--- src/rtl/alu_pkg.sv ---
`default_nettype none
// ============================================================================
//  Module      : alu_pkg
//  Description : Shared opcodes, flag bit positions and arbiter state type
//                for the alu / alu_arbiter pair.
//  Revision    : 1.0 - initial release
// ============================================================================
package alu_pkg;

  // Opcodes carried on reqi_sel
  localparam logic [1:0] OP_ADD = 2'd0;
  localparam logic [1:0] OP_SUB = 2'd1;
  localparam logic [1:0] OP_MUL = 2'd2;
  localparam logic [1:0] OP_DIV = 2'd3;

  // Bit positions inside the 5-bit flag vector {carry, sign, ovf, parity, zero}
  localparam int FLG_ZERO   = 0;
  localparam int FLG_PARITY = 1;
  localparam int FLG_OVF    = 2;
  localparam int FLG_SIGN   = 3;
  localparam int FLG_CARRY  = 4;

  // Arbiter FSM states, explicitly 2 bits wide
  typedef enum logic [1:0] {
    ST_IDLE = 2'd0,
    ST_EXEC = 2'd1,
    ST_RESP = 2'd2
  } state_t;

endpackage
`default_nettype wire

--- src/rtl/alu.sv ---
`default_nettype none
// ============================================================================
//  Module      : alu
//  Description : 4-bit signed combinational ALU (add/sub/mul/div) with
//                {carry, sign, overflow, parity, zero} flags. Divide by zero
//                yields 0 with overflow set instead of an undefined value.
//  Revision    : 1.0 - initial release
// ============================================================================
module alu
  import alu_pkg::*;
(
  input  logic [3:0] a,
  input  logic [3:0] b,
  input  logic [1:0] sel,
  output logic [3:0] out,
  output logic [4:0] flags
);

  logic [4:0]        w_sum;
  logic [3:0]        w_diff;
  logic signed [7:0] w_a8;
  logic signed [7:0] w_b8;
  logic signed [7:0] w_prod;
  logic signed [4:0] w_a5;
  logic signed [4:0] w_b5;
  logic signed [4:0] w_quot;
  logic [3:0]        w_out;
  logic              w_carry;
  logic              w_ovf;

  assign w_sum  = {1'b0, a} + {1'b0, b};
  assign w_diff = a - b;
  assign w_a8   = {{4{a[3]}}, a};
  assign w_b8   = {{4{b[3]}}, b};
  assign w_prod = w_a8 * w_b8;
  // One extra bit so -8 / -1 = +8 is representable and detectable as overflow
  assign w_a5   = {a[3], a};
  assign w_b5   = {b[3], b};
  assign w_quot = (b == 4'd0) ? 5'sd0 : (w_a5 / w_b5);

  // Select the result and the opcode-specific carry/overflow
  always_comb begin
    w_out   = 4'd0;
    w_carry = 1'b0;
    w_ovf   = 1'b0;
    case (sel)
      OP_ADD: begin
        w_out   = w_sum[3:0];
        w_carry = w_sum[4];
        w_ovf   = (a[3] == b[3]) && (w_sum[3] != a[3]);
      end
      OP_SUB: begin
        w_out   = w_diff;
        w_carry = ($signed(a) < $signed(b));
        w_ovf   = (a[3] != b[3]) && (w_diff[3] != a[3]);
      end
      OP_MUL: begin
        w_out   = w_prod[3:0];
      end
      default: begin
        if (b == 4'd0) begin
          w_out = 4'd0;
          w_ovf = 1'b1;
        end else begin
          w_out = w_quot[3:0];
          w_ovf = (w_quot[4] != w_quot[3]);
        end
      end
    endcase
  end

  assign out = w_out;

  // Common flags derived from the final 4-bit result; parity is even-parity
  always_comb begin
    flags             = 5'd0;
    flags[FLG_CARRY]  = w_carry;
    flags[FLG_SIGN]   = w_out[3];
    flags[FLG_OVF]    = w_ovf;
    flags[FLG_PARITY] = ~^w_out;
    flags[FLG_ZERO]   = (w_out == 4'd0);
  end

endmodule
`default_nettype wire

--- src/rtl/alu_arbiter.sv ---
`default_nettype none
// ============================================================================
//  Module      : alu_arbiter
//  Description : Two-requester round-robin front end for a single shared alu.
//                IDLE grants one request, EXEC registers the result, RESP
//                holds it until the consumer accepts it.
//                Optional macro ALU_ARBITER_STATS_EN adds saturating grant
//                and divide-by-zero counters.
//  Revision    : 1.0 - initial release
// ============================================================================
module alu_arbiter
  import alu_pkg::*;
#(
  parameter int STAT_W = 8
) (
  input  logic       clk,
  input  logic       rst,
  input  logic       req0_valid,
  input  logic       req1_valid,
  output logic       req0_ready,
  output logic       req1_ready,
  input  logic [3:0] req0_a,
  input  logic [3:0] req0_b,
  input  logic [3:0] req1_a,
  input  logic [3:0] req1_b,
  input  logic [1:0] req0_sel,
  input  logic [1:0] req1_sel,
  output logic       rsp_valid,
  input  logic       rsp_ready,
  output logic       rsp_id,
  output logic [3:0] rsp_out,
  output logic [4:0] rsp_flags,
  output logic       busy
`ifdef ALU_ARBITER_STATS_EN
  ,
  output logic [STAT_W-1:0] grant0_cnt,
  output logic [STAT_W-1:0] grant1_cnt,
  output logic [STAT_W-1:0] divz_cnt
`endif
);

  state_t     r_state;
  state_t     w_state_nxt;
  logic       r_prio;       // 0 favours req0, 1 favours req1
  logic [3:0] r_a;
  logic [3:0] r_b;
  logic [1:0] r_sel;
  logic       r_id;
  logic       r_rsp_id;
  logic [3:0] r_rsp_out;
  logic [4:0] r_rsp_flags;

  logic       w_any;
  logic       w_gid;
  logic       w_take;
  logic [3:0] w_alu_out;
  logic [4:0] w_alu_flags;

  // Lone requester wins outright; under contention the pointer decides
  assign w_any  = req0_valid | req1_valid;
  assign w_gid  = (req0_valid && req1_valid) ? r_prio : req1_valid;
  assign w_take = !rst && (r_state == ST_IDLE) && w_any;

  alu u_alu (
    .a     (r_a),
    .b     (r_b),
    .sel   (r_sel),
    .out   (w_alu_out),
    .flags (w_alu_flags)
  );

  // State register
  always_ff @(posedge clk) begin
    if (rst) r_state <= ST_IDLE;
    else     r_state <= w_state_nxt;
  end

  // Next-state decode
  always_comb begin
    w_state_nxt = r_state;
    case (r_state)
      ST_IDLE: if (w_any)     w_state_nxt = ST_EXEC;
      ST_EXEC:                w_state_nxt = ST_RESP;
      ST_RESP: if (rsp_ready) w_state_nxt = ST_IDLE;
      default:                w_state_nxt = ST_IDLE;
    endcase
  end

  // Handshake outputs; all forced low while reset is asserted
  always_comb begin
    req0_ready = w_take && !w_gid;
    req1_ready = w_take &&  w_gid;
    busy       = !rst && (r_state != ST_IDLE);
    rsp_valid  = !rst && (r_state == ST_RESP);
  end

  // Operand capture at grant, result capture at the end of EXEC
  always_ff @(posedge clk) begin
    if (rst) begin
      r_prio      <= 1'b0;
      r_a         <= 4'd0;
      r_b         <= 4'd0;
      r_sel       <= 2'd0;
      r_id        <= 1'b0;
      r_rsp_id    <= 1'b0;
      r_rsp_out   <= 4'd0;
      r_rsp_flags <= 5'd0;
    end else begin
      if (w_take) begin
        r_a    <= w_gid ? req1_a   : req0_a;
        r_b    <= w_gid ? req1_b   : req0_b;
        r_sel  <= w_gid ? req1_sel : req0_sel;
        r_id   <= w_gid;
        r_prio <= ~w_gid;
      end
      if (r_state == ST_EXEC) begin
        r_rsp_id    <= r_id;
        r_rsp_out   <= w_alu_out;
        r_rsp_flags <= w_alu_flags;
      end
    end
  end

  assign rsp_id    = r_rsp_id;
  assign rsp_out   = r_rsp_out;
  assign rsp_flags = r_rsp_flags;

`ifdef ALU_ARBITER_STATS_EN
  logic [STAT_W-1:0] r_g0_cnt;
  logic [STAT_W-1:0] r_g1_cnt;
  logic [STAT_W-1:0] r_dz_cnt;
  logic              w_divz;

  assign w_divz = w_take && ((w_gid ? req1_sel : req0_sel) == OP_DIV)
                         && ((w_gid ? req1_b   : req0_b)   == 4'd0);

  // Saturating statistics counters, sampled at grant time
  always_ff @(posedge clk) begin
    if (rst) begin
      r_g0_cnt <= '0;
      r_g1_cnt <= '0;
      r_dz_cnt <= '0;
    end else begin
      if (w_take && !w_gid && (r_g0_cnt != '1)) r_g0_cnt <= r_g0_cnt + STAT_W'(1);
      if (w_take &&  w_gid && (r_g1_cnt != '1)) r_g1_cnt <= r_g1_cnt + STAT_W'(1);
      if (w_divz && (r_dz_cnt != '1))           r_dz_cnt <= r_dz_cnt + STAT_W'(1);
    end
  end

  assign grant0_cnt = r_g0_cnt;
  assign grant1_cnt = r_g1_cnt;
  assign divz_cnt   = r_dz_cnt;
`endif

endmodule
`default_nettype wire
--- config.mk ---
export PLATFORM = sky130hd
export DESIGN_NAME = alu_arbiter
export DESIGN_NICKNAME = d
export VERILOG_FILES = /design/src/rtl/alu_pkg.sv /design/src/rtl/alu.sv /design/src/rtl/alu_arbiter.sv
export SDC_FILE = /design/constraint.sdc
export NUM_CORES = 1
export LEC_CHECK = 0
export CAP_MARGIN = 20
export CORE_MARGIN = 2
export CORE_UTILIZATION = 56
export DETAILED_ROUTE_END_ITERATION = 16
export GPL_ROUTABILITY_DRIVEN = 0
export PLACE_DENSITY = 0.92
export SYNTH_ARGS = -nofsm -noshare
export SYNTH_HDL_FRONTEND = slang
export SYNTH_HIERARCHICAL = 1
export SYNTH_SLANG_ARGS = --single-unit
--- constraint.sdc ---
create_clock -name clk -period 17.1 [get_ports clk]
set_input_delay 3.42 -clock clk [delete_from_list [all_inputs] [get_ports clk]]
set_output_delay 3.42 -clock clk [all_outputs]
set_load 0.005 [all_outputs]
# Yosys cells after proc, flatten, opt, wreduce, memory -nomap -nowiden

Cells that the tools add are included.

Multiplexer cells: 13
Equal/unequal tests: 11
Div/mod/pow operators: 1
Add/sub/neg operators: 2
Reduce and logical (&&, ||, !) cells: 18
Bitwise logic cells: 2
Shift-type cells: 0
$mul: 1
Order comparisons: 1

Operators with widths:

| cell                                          | number |
|---|---|
| two-way mux 4 bit                             | 3 |
| one-hot mux 4 bit (3 select lines)            | 1 |
| logical AND 1 bit                             | 9 |
| zero test 4 bit                               | 2 |
| two-way mux 2 bit                             | 3 |
| one-hot mux 2 bit (3 select lines)            | 1 |
| adder 4 x 4 -> 5 bit                          | 1 |
| divider 5 x 5 -> 5 bit                        | 1 |
| two-way mux 5 bit                             | 1 |
| == test 2 x 1 -> 1 bit, second input constant | 2 |
| == test 2 bit, second input constant          | 2 |
| zero test 2 bit                               | 2 |
| less-than comparator 4 bit                    | 1 |
| multiplier 4 x 4 -> 4 bit                     | 1 |
| != test 1 bit                                 | 4 |
| != test 2 bit, second input constant          | 2 |
| XNOR reduction 4 bit                          | 1 |
| subtractor 4 bit                              | 1 |
| one-hot mux 1 bit (3 select lines)            | 1 |
| zero test 1 bit                               | 2 |
| two-way mux 1 bit                             | 2 |
| one-hot mux 1 bit (2 select lines)            | 1 |
| AND reduction 2 bit                           | 1 |
| nonzero test 2 bit                            | 1 |
| other kinds (3)                               | 3 |

Latch bits: 0
Input port bits: 25
Bits in registers: 24
RAM bits: 0
ROM bits: 0
Logic and storage cells: 58
Memories kept: 0

# Longest topological paths before layout

Gate-level depths: netlist of the first run.

Depth after elaboration: 5
Depth in mapped cells: 36
Gate-level depth less buffers: 36

# Hierarchy

The synthesis of the first run kept the hierarchy.

Modules (own cells, without submodules):

| module      | area each (µm²) | cells each | sequential area each (µm²) | times used |
|---|---|---|---|---|
| alu         | 1420.1          | 188        | 0.0                        | 1 |
| alu_arbiter | 1053.5          | 127        | 480.5                      | 1 |

# Worst setup path after synthesis of the first run

Ideal clock, no wire load.

Path type: in2out
From: input req0_valid
To: output req1_ready
Slack: 9691 ps
Arrival time: 3989 ps
Path buffers: 1
Cell stages on the path: 4
Cell sequence: or2_2 -> buf_6 -> nand2_2 -> nor4_1

Longest elaborated chain between the ends: 3
Elaborated cells on any way between the ends: 5
Those cells by class: mux: 1; bitwise: 1; reduce/logical: 3

RTL lines:

| item                                                   | RTL line                             | source |
|---|---|---|
| start, declared                                        | alu_arbiter.sv:18                    | `input logic req0_valid,` |
| OR 1 bit or logical AND 1 bit (tied branches)          | alu_arbiter.sv:60, alu_arbiter.sv:61 |  |
| logical AND 1 bit or two-way mux 1 bit (tied branches) | alu_arbiter.sv:62, alu_arbiter.sv:61 |  |
| logical AND 1 bit (*)                                  | alu_arbiter.sv:92                    | `req1_ready = w_take && w_gid;` |
| end, declared                                          | alu_arbiter.sv:21                    | `output logic req1_ready,` |

Every way passes the cells marked *; elsewhere a longest branch is shown, timed or not.

# Worst setup path after layout of the first run

From: input req1_valid
To: output req1_ready

Longest elaborated chain between the ends: 3
Elaborated cells on any way between the ends: 5
Those cells by class: mux: 1; bitwise: 1; reduce/logical: 3

RTL lines:

| item                                                   | RTL line                             | source |
|---|---|---|
| start, declared                                        | alu_arbiter.sv:19                    | `input logic req1_valid,` |
| OR 1 bit or logical AND 1 bit (tied branches)          | alu_arbiter.sv:60, alu_arbiter.sv:61 |  |
| logical AND 1 bit or two-way mux 1 bit (tied branches) | alu_arbiter.sv:62, alu_arbiter.sv:61 |  |
| logical AND 1 bit (*)                                  | alu_arbiter.sv:92                    |  |

Marks and branches as above.

==> flow_summary.yaml, run 1 <==
hold_path:
  hp-class: "flip-flop to flip-flop"
die:
  core_um2: 4290
  rows: 24
  start_util_pct: 57.6
  pin_count: 39
  dieArea_um2: 4960
  die_width_um: 70.5
  die_h_um: 70.5
clocking:
  clock_path_buffers: 2
  postCtsHoldBufs: 0
  cts_tree: "built"
  htree_levels: 1
  cts.repair.resized: 0
  root_buffer: "clkbuf_8"
  post_cts_buffers: 0
  clk_pin_slew_ps: 90
  cts-buffers-inserted: 3
  cts_sinks: 24
  clock_latency_ps: 270
pwr:
  power_leakage_nw: 1.15
  irDropWorstVdd_v: 0.0000782
  power_density_nw_per_um2: 147
logic_synthesis:
  syn_area_per_cell_um2: 7.85
  syn_nets: 374
  synth_edf_count: 0
  synth_warnings: 6
  synth_area_um2: 2470
  async_flop_share_pct: 0
  seq_area_frac_synth_pct: 19.4
  ys_types: 58
  syn_inst: 315
  ys_ff_latch: 24
  synth_ff_type: "dfxtp_1"
sta:
  hold_viol_final: 0
  finalSetupViolations: 0
  period_share_pct: 51.8
  whs_ps: 462
  clock_skew_ps: 10.3
  worst_slew_pin_slew_ps: 926
  period_minus_slack_ps: 8850
  rsz0062_at_grt: "no"
  tns_ps: 0
  final-max-slew-violation-count: 0
  fmax_mhz: 113
  max_slew_margin_pct: 38.1
drt:
  wirelength_mm: 5.74
  drc: 0
  num_vias: 2358
  viasPerCell: 6.02
  drtIter0Drc: 128
  ant_nets: 0
  wl_per_cell_um: 14.6
  first_pass_iters: 4
final_layout:
  drive_gt1_share_pct: 6.18
  syn_to_final_growth_pct: 16.7
  layout.nets: 400
  diodes: 0
  num-fill-cells: 326
critical_path:
  crit_top_cell: "clkdlybuf4s50_1"
  worstPathCellList: "clkdlybuf4s50_1 -> or2_2 -> nand2_2 -> nor4_1 -> clkdlybuf4s50_1"
  slowest_delay_ps: 740
  arrival_ps: 5430
  cp_slowest_cell: "clkdlybuf4s50_1"
  cp_max_fo: 15
  required_ps: 13680
  end_kind: "primary output"
  path_class: "primary input to primary output"
  crit_path_start_kind: "primary input"
  reg2reg_slack_ps: 9960
global_routing:
  grt_pass1_wl_mm: 9.83
  grt_util_all_layers_pct: 24.0
  overflow: 0
  antenna_found_initial: 0
  grt_max_degree: 29
  grt_pass1_vias: 2301
place:
  hpwl_mm: 4.60
  io_buffers: 38
outcome:
  status: "finished, final reports clean"
run:
  maxCapViolCount: 0
## critical path, delay by kind of cell
family        cells  cell delay, ps
buf+inv           2            1300
simple gates      3             710
## cell usage after synthesis (3+ instances only)
library cell / count / area (µm²)
buf_2: 5 / 25.0
nor2b_1: 3 / 18.8
o21ai_1: 10 / 50.1
nand2b_1: 6 / 37.5
nand2_1: 36 / 135
nor3b_1: 3 / 22.5
clkbuf_1: 3 / 11.3
xor2_1: 4 / 35.0
inv_1: 18 / 67.6
dfxtp_1: 24 / 480
nor3_1: 3 / 15.0
o21ai_0: 11 / 55.1
buf_4: 5 / 37.5
a21oi_1: 36 / 180
a31oi_1: 3 / 18.8
o21a_1: 5 / 37.5
and2_1: 4 / 25.0
nand3_1: 12 / 60.1
ha_1: 32 / 400
xnor2_1: 14 / 123
a311oi_1: 10 / 87.6
nor2_1: 19 / 71.3
## registers in the layout, indices dropped and copies added (netlist names), 2 cells and up
signal     cells
rsp_flags      5
r_a            4
r_b            4
rsp_out        4
r_sel          2
r_state        2
## cell usage in the layout (no fill, tap or decap), types with 3 or more instances in the layout
| cell type | n |
|---|---|
| clkdlybuf4s50_1 | 38 |
| nand2_1 | 36 |
| a21oi_1 | 36 |
| ha_1 | 32 |
| dfxtp_1 | 24 |
| nor2_1 | 19 |
| inv_1 | 18 |
| xnor2_1 | 14 |
| nand3_1 | 12 |
| o21ai_0 | 11 |
| o21ai_1 | 10 |
| a311oi_1 | 10 |
| nand2b_1 | 6 |
| o21a_1 | 5 |
| and2_1 | 4 |
| xor2_1 | 4 |
| nor3b_1 | 3 |
| nor2b_1 | 3 |
| clkbuf_8 | 3 |
| a31oi_1 | 3 |
| nor3_1 | 3 |
## cell families (layout without fill, tap and decap cells)
family                   count (synthesis)  after routing  share of synthesized area (%)
flip-flops                              24             24                           19.4
XOR/XNOR                                18             18                           6.37
adder cells (fa/ha/maj)                 34             34                           17.8
multiplexers                             5              5                           2.33
AND/OR/NAND/NOR                        100            100                           20.4
AO/OA/AOI/OAI                           97             97                           26.5
buffers and inverters                   35             60                           6.93
other                                    2              2                          0.304
## power by group
group          leakage, nW  switching (W)  internal (W)  total (W)
Clock               0.0357      0.0000183     0.0000313  0.0000496
Sequential           0.197      0.0000101     0.0000625  0.0000726
Combinational        0.914       0.000159      0.000142   0.000301
## per-stage QoR
stage	total power (W)	instance area, µm²	setup slack (ps)	utilization (%)	instances
after global placement	0.000357	2820	8350	65.6	388
after detailed placement	0.000372	2820	8290	65.6	388
after global routing	0.000467	2890	8140	67.2	392
after floorplan	0.000314	2470	9690	-	315
final	0.000423	2890	8250	67.2	392
after CTS	0.000422	2890	8260	67.2	392
## layout make-up
cell class | instances | area [µm²] | share of cell area [%]
tap | 52 | 65.1 | 2.25
inverter | 18 | 67.6 | 2.34
clock inverter | 1 | 30.0 | 1.04
clock buffer | 3 | 41.3 | 1.43
timing repair buffer | 38 | 380 | 13.2
sequential | 24 | 480 | 16.6
multi-input combinational | 256 | 1820 | 63.1
## final timing paths
check              from           end  depth (start not counted)
max reg2reg      r_b[0]  rsp_flags[1]                         31
max          req1_valid    req1_ready                          5
min          rsp_out[3]    rsp_out[3]                          2
min reg2reg  rsp_out[3]    rsp_out[3]                          2
## metal layers
metal	track usage, %	part of all wire [%]	up-vias	routed length [µm]
li1	-	-	1181	-
met1	27.6	41	1079	2380
met2	44.5	52	84	2980
met3	3.32	4.5	14	261
met4	8.76	2.0	0	117
met5	0	0	-	0
Power figures use the tool's default switching activity.
==> inputs of run 2 (changes only) <==
Settings changed: CORE_UTILIZATION 56 to 50, PLACE_DENSITY 0.92 to 0.87.
Clock period 17.1 ns to 8.1 ns, I/O delays scaled along.
==> run 2 against run 1 <==
Against the previous run: via count is 1.7% lower; non-clock buffer count stayed put; final cell count is 3.8% higher; combinational power is 110% higher; critical endpoint is now rsp_flags[1].
==> flow_summary.yaml, run 2 (synthesized netlist as in run 1, its figures left out) <==
final_layout:
  stdcell_area_um2: 2910
  drive_gt1_share_pct: 6.18
  diodes: 0
  layout_commonest_cell: "clkdlybuf4s50_1"
  final_cell_mix: "clkdlybuf4s50_1 (38), nand2_1 (36), a21oi_1 (36)"
  layout.nets: 400
  fin_cells: 407
  syn_to_final_growth_pct: 17.5
  largest_register_ffs: 5
die:
  start_util_pct: 52.0
  die_h_um: 74.3
  pin_count: 39
  die_width_um: 74.3
  core_um2: 4750
  rows: 25
  dieArea_um2: 5530
drt:
  wirelength_mm: 5.68
  drtIter0Drc: 120
  wl_per_cell_um: 13.9
  viasPerCell: 5.69
  first_pass_iters: 5
  drc: 0
  ant_nets: 0
  num_vias: 2317
critical_path:
  crit_path_start_kind: "flip-flop"
  cp_slowest_cell: "dfxtp_1"
  slowest_delay_ps: 510
  crit_top_cell: "ha_1"
  end_kind: "flip-flop"
  required_ps: 8290
  path_class: "flip-flop to flip-flop"
  cp_max_fo: 9
  arrival_ps: 7210
global_routing:
  grt_max_degree: 29
  grt_pass1_wl_mm: 9.72
  grt_pass1_vias: 2288
  grt_util_all_layers_pct: 21.8
  antenna_found_initial: 0
  overflow: 0
pwr:
  power_leakage_nw: 1.15
  power_density_nw_per_um2: 308
  irDropWorstVdd_v: 0.000176
sta:
  fin_ws_ps: 1090
  period_minus_slack_ps: 7010
  finalSetupViolations: 0
  final-max-slew-violation-count: 0
  rsz0062_at_grt: "no"
  hold_viol_final: 0
  worst_slew_pin_slew_ps: 977
  fmax_mhz: 143
  tns_ps: 0
  whs_ps: 461
  period_share_pct: 86.6
  max_slew_margin_pct: 34.7
  clock_skew_ps: 10.4
run:
  maxCapViolCount: 0
place:
  hpwl_mm: 4.39
  dp_slack_ps: 1180
  place_area_um2: 2830
  io_buffers: 38
  dpl.cell_count: 403
clocking:
  clk_pin_slew_ps: 90
  root_buffer: "clkbuf_8"
  htree_levels: 1
  clock_latency_ps: 270
  cts.repair.resized: 0
  postCtsHoldBufs: 0
  cts-buffers-inserted: 3
  clock_path_buffers: 2
  post_cts_buffers: 0
  cts_sinks: 24
  cts_tree: "built"
hold_path:
  hp-class: "flip-flop to flip-flop"
outcome:
  status: "finished, final reports clean"
-- run 2: cell counts in the layout (fill, tap and decap cells not counted) --
Identical to the previous run, type by type.
-- run 2: through the flow --
stage / utilization, % / power (W)
global placement: 59.6 / 0.000752
global route: 61.1 / 0.000988
detailed placement: 59.6 / 0.000784
CTS: 61.1 / 0.000894
floorplan: - / 0.000664
finish: 61.1 / 0.000895
-- run 2: critical path, delay by kind of cell, from the launching register on --
kind | cells | cell delay (ps)
simple gates | 6 | 720
xor+xnor | 2 | 240
compound gates | 12 | 2400
fa+ha+maj | 7 | 2040
buf+inv | 2 | 280
flops | 1 | 510
mux | 2 | 720
-- run 2: final cells by class --
cell class                 instances  area, µm²
fill                             410       1850
multi-input combinational        256       1820
sequential                        24        480
timing repair buffer              38        380
tap                               67       83.8
inverter                          18       67.6
clock buffer                       3       41.3
clock inverter                     1       30.0
-- run 2: worst paths after layout --
path,cells past startpoint,from,end,slack [ps]
worst min-delay path,2,rsp_out[0],rsp_out[0],460
worst max-delay path,31,r_b[0],rsp_flags[1],1090
worst max register to register,31,r_b[0],rsp_flags[1],1090
worst min register to register,2,rsp_out[0],rsp_out[0],460
-- run 2: report_power, final --
group,leakage (nW),total (W),switching [W],internal [W]
Sequential,0.197,0.000153,0.0000214,0.000132
Clock,0.0357,0.000105,0.0000386,0.0000661
Combinational,0.914,0.000637,0.000336,0.000301
Total,1.15,0.000895,0.000396,0.000499
-- run 2: metal layers --
metal | vias to the layer above | global-route usage [%] | share of wire (%)
met3 | 9 | 2.30 | 3.6
met4 | 0 | 7.14 | 1.8
met5 | - | 0 | 0
li1 | 1172 | - | -
met1 | 1080 | 27.4 | 45
met2 | 56 | 39.0 | 49
==> inputs of run 3 (changes only) <==
Settings changed: CORE_UTILIZATION 50 to 40, PLACE_DENSITY 0.87 to 0.74.
==> run 3 against run 2 <==
Against the previous run: clock power barely moved; count of clock-buffer cells in the layout did not move; routed wire length fell by 4.3%; via count fell by 2.7%; combinational power barely moved; critical endpoint unchanged; largest cell class unchanged.
==> flow_summary.yaml, run 3 (synthesized netlist as in run 1, its figures left out) <==
outcome:
  status: "finished, final reports clean"
drt:
  ant_nets: 0
  wl_per_cell_um: 13.1
  wirelength_mm: 5.43
  num_vias: 2255
  viasPerCell: 5.43
  first_pass_iters: 4
  drc: 0
  drtIter0Drc: 102
critical_path:
  worst_r2r_path_depth: 31
  path_class: "flip-flop to flip-flop"
  critical_path.top_delay_family: "compound AO/OA/AOI/OAI gates"
  cp_slowest_cell: "dfxtp_1"
  required_ps: 8290
  cp.depth: 31
  end_kind: "flip-flop"
  slowest_delay_ps: 490
  cp_max_fo: 9
  crit_top_cell: "ha_1"
  crit_buf_inv: 2
  crit_path_start_kind: "flip-flop"
  arrival_ps: 7150
clocking:
  clock_latency_ps: 270
  cts.repair.resized: 0
  post_cts_buffers: 0
  postCtsHoldBufs: 0
  cts_tree: "built"
  cts-buffers-inserted: 3
  cts_sinks: 24
  clock_path_buffers: 2
  htree_levels: 1
  clk_pin_slew_ps: 80
  root_buffer: "clkbuf_8"
sta:
  rsz0062_at_grt: "no"
  final-max-slew-violation-count: 0
  worst_slew_pin_slew_ps: 1010
  fmax_mhz: 144
  whs_ps: 458
  clock_skew_ps: 1.80
  hold_viol_final: 0
  max_slew_margin_pct: 32.3
  tns_ps: 0
  period_share_pct: 85.9
  period_minus_slack_ps: 6960
  finalSetupViolations: 0
place:
  hpwl_mm: 4.37
  io_buffers: 38
  place_area_um2: 2840
die:
  start_util_pct: 41.5
  dieArea_um2: 6830
  die_width_um: 82.6
  die_h_um: 82.6
  core_um2: 5960
  pin_count: 39
  rows: 28
global_routing:
  grt_max_degree: 29
  met3_usage_pct: 2.93
  overflow: 0
  antenna_found_initial: 0
  use_met2_pct: 30.4
  grt_pass1_wl_mm: 9.24
  grt_util_all_layers_pct: 16.8
  grt-busiest-layer: "met2"
  grt_pass1_vias: 2138
  met1_usage_pct: 21.5
final_layout:
  stdcell_area_um2: 2920
  final_cell_mix: "clkdlybuf4s50_1 (38), nand2_1 (36), a21oi_1 (36)"
  layout.nets: 400
  syn_to_final_growth_pct: 17.9
  num-fill-cells: 630
  diodes: 0
  largest_register_ffs: 5
  layout_commonest_cell: "clkdlybuf4s50_1"
  drive_gt1_share_pct: 6.18
pwr:
  power_density_nw_per_um2: 306
  irDropWorstVdd_v: 0.000156
  power_leakage_nw: 1.15
hold_path:
  hold_depth: 2
  hp-class: "flip-flop to flip-flop"
run:
  maxCapViolCount: 0
-- run 3: path summary, 6_finish.rpt --
| check | from | to | slack, ps |
|---|---|---|---|
| worst max-delay path | r_b[0] | rsp_flags[1] | 1140 |
| worst min-delay path | rsp_id | rsp_id | 460 |
| worst min register to register | rsp_id | rsp_id | 460 |
| worst max register to register | r_b[0] | rsp_flags[1] | 1140 |
-- run 3: cell type report --
| class | count | area, µm² | area share [%] |
|---|---|---|---|
| multi-input cells | 256 | 1820 | 62.5 |
| flip-flops and latches | 24 | 480 | 16.5 |
| repair buffers | 38 | 380 | 13.0 |
| well taps | 75 | 93.8 | 3.22 |
| inverters | 18 | 67.6 | 2.32 |
| clock buffers | 3 | 41.3 | 1.42 |
| clock inverters | 1 | 30.0 | 1.03 |
-- run 3: metrics by stage --
step | util (%) | instances | setup slack [ps] | power (W)
after floorplan | - | 315 | 1980 | 0.000664
after global placement | 47.8 | 411 | 1440 | 0.000756
after detailed placement | 47.8 | 411 | 1190 | 0.000780
after CTS | 48.9 | 415 | 1130 | 0.000891
after global routing | 48.9 | 415 | 492 | 0.000981
final | 48.9 | 415 | 1140 | 0.000891
-- run 3: layer usage --
metal / wire (µm) / share of wire [%] / vias to the layer above
li1: - / - / 1181
met1: 2610 / 48 / 1015
met2: 2580 / 47 / 55
met3: 217 / 4.0 / 4
met4: 23 / 0.42 / 0
met5: 0 / 0 / -
-- run 3: power breakdown --
group          internal (W)  switching, W  leakage (nW)
registers          0.000132     0.0000206         0.197
logic              0.000302      0.000332         0.914
clock network     0.0000661     0.0000391        0.0357
total              0.000500      0.000392          1.15
-- run 3: worst reg2reg max path: cells and delay by family (launching register included) --
kind            cells  cell delay, ps
compound gates     12            2370
fa+ha+maj           7            2060
mux                 2             760
simple gates        6             740
flops               1             490
buf+inv             2             270
xor+xnor            2             240
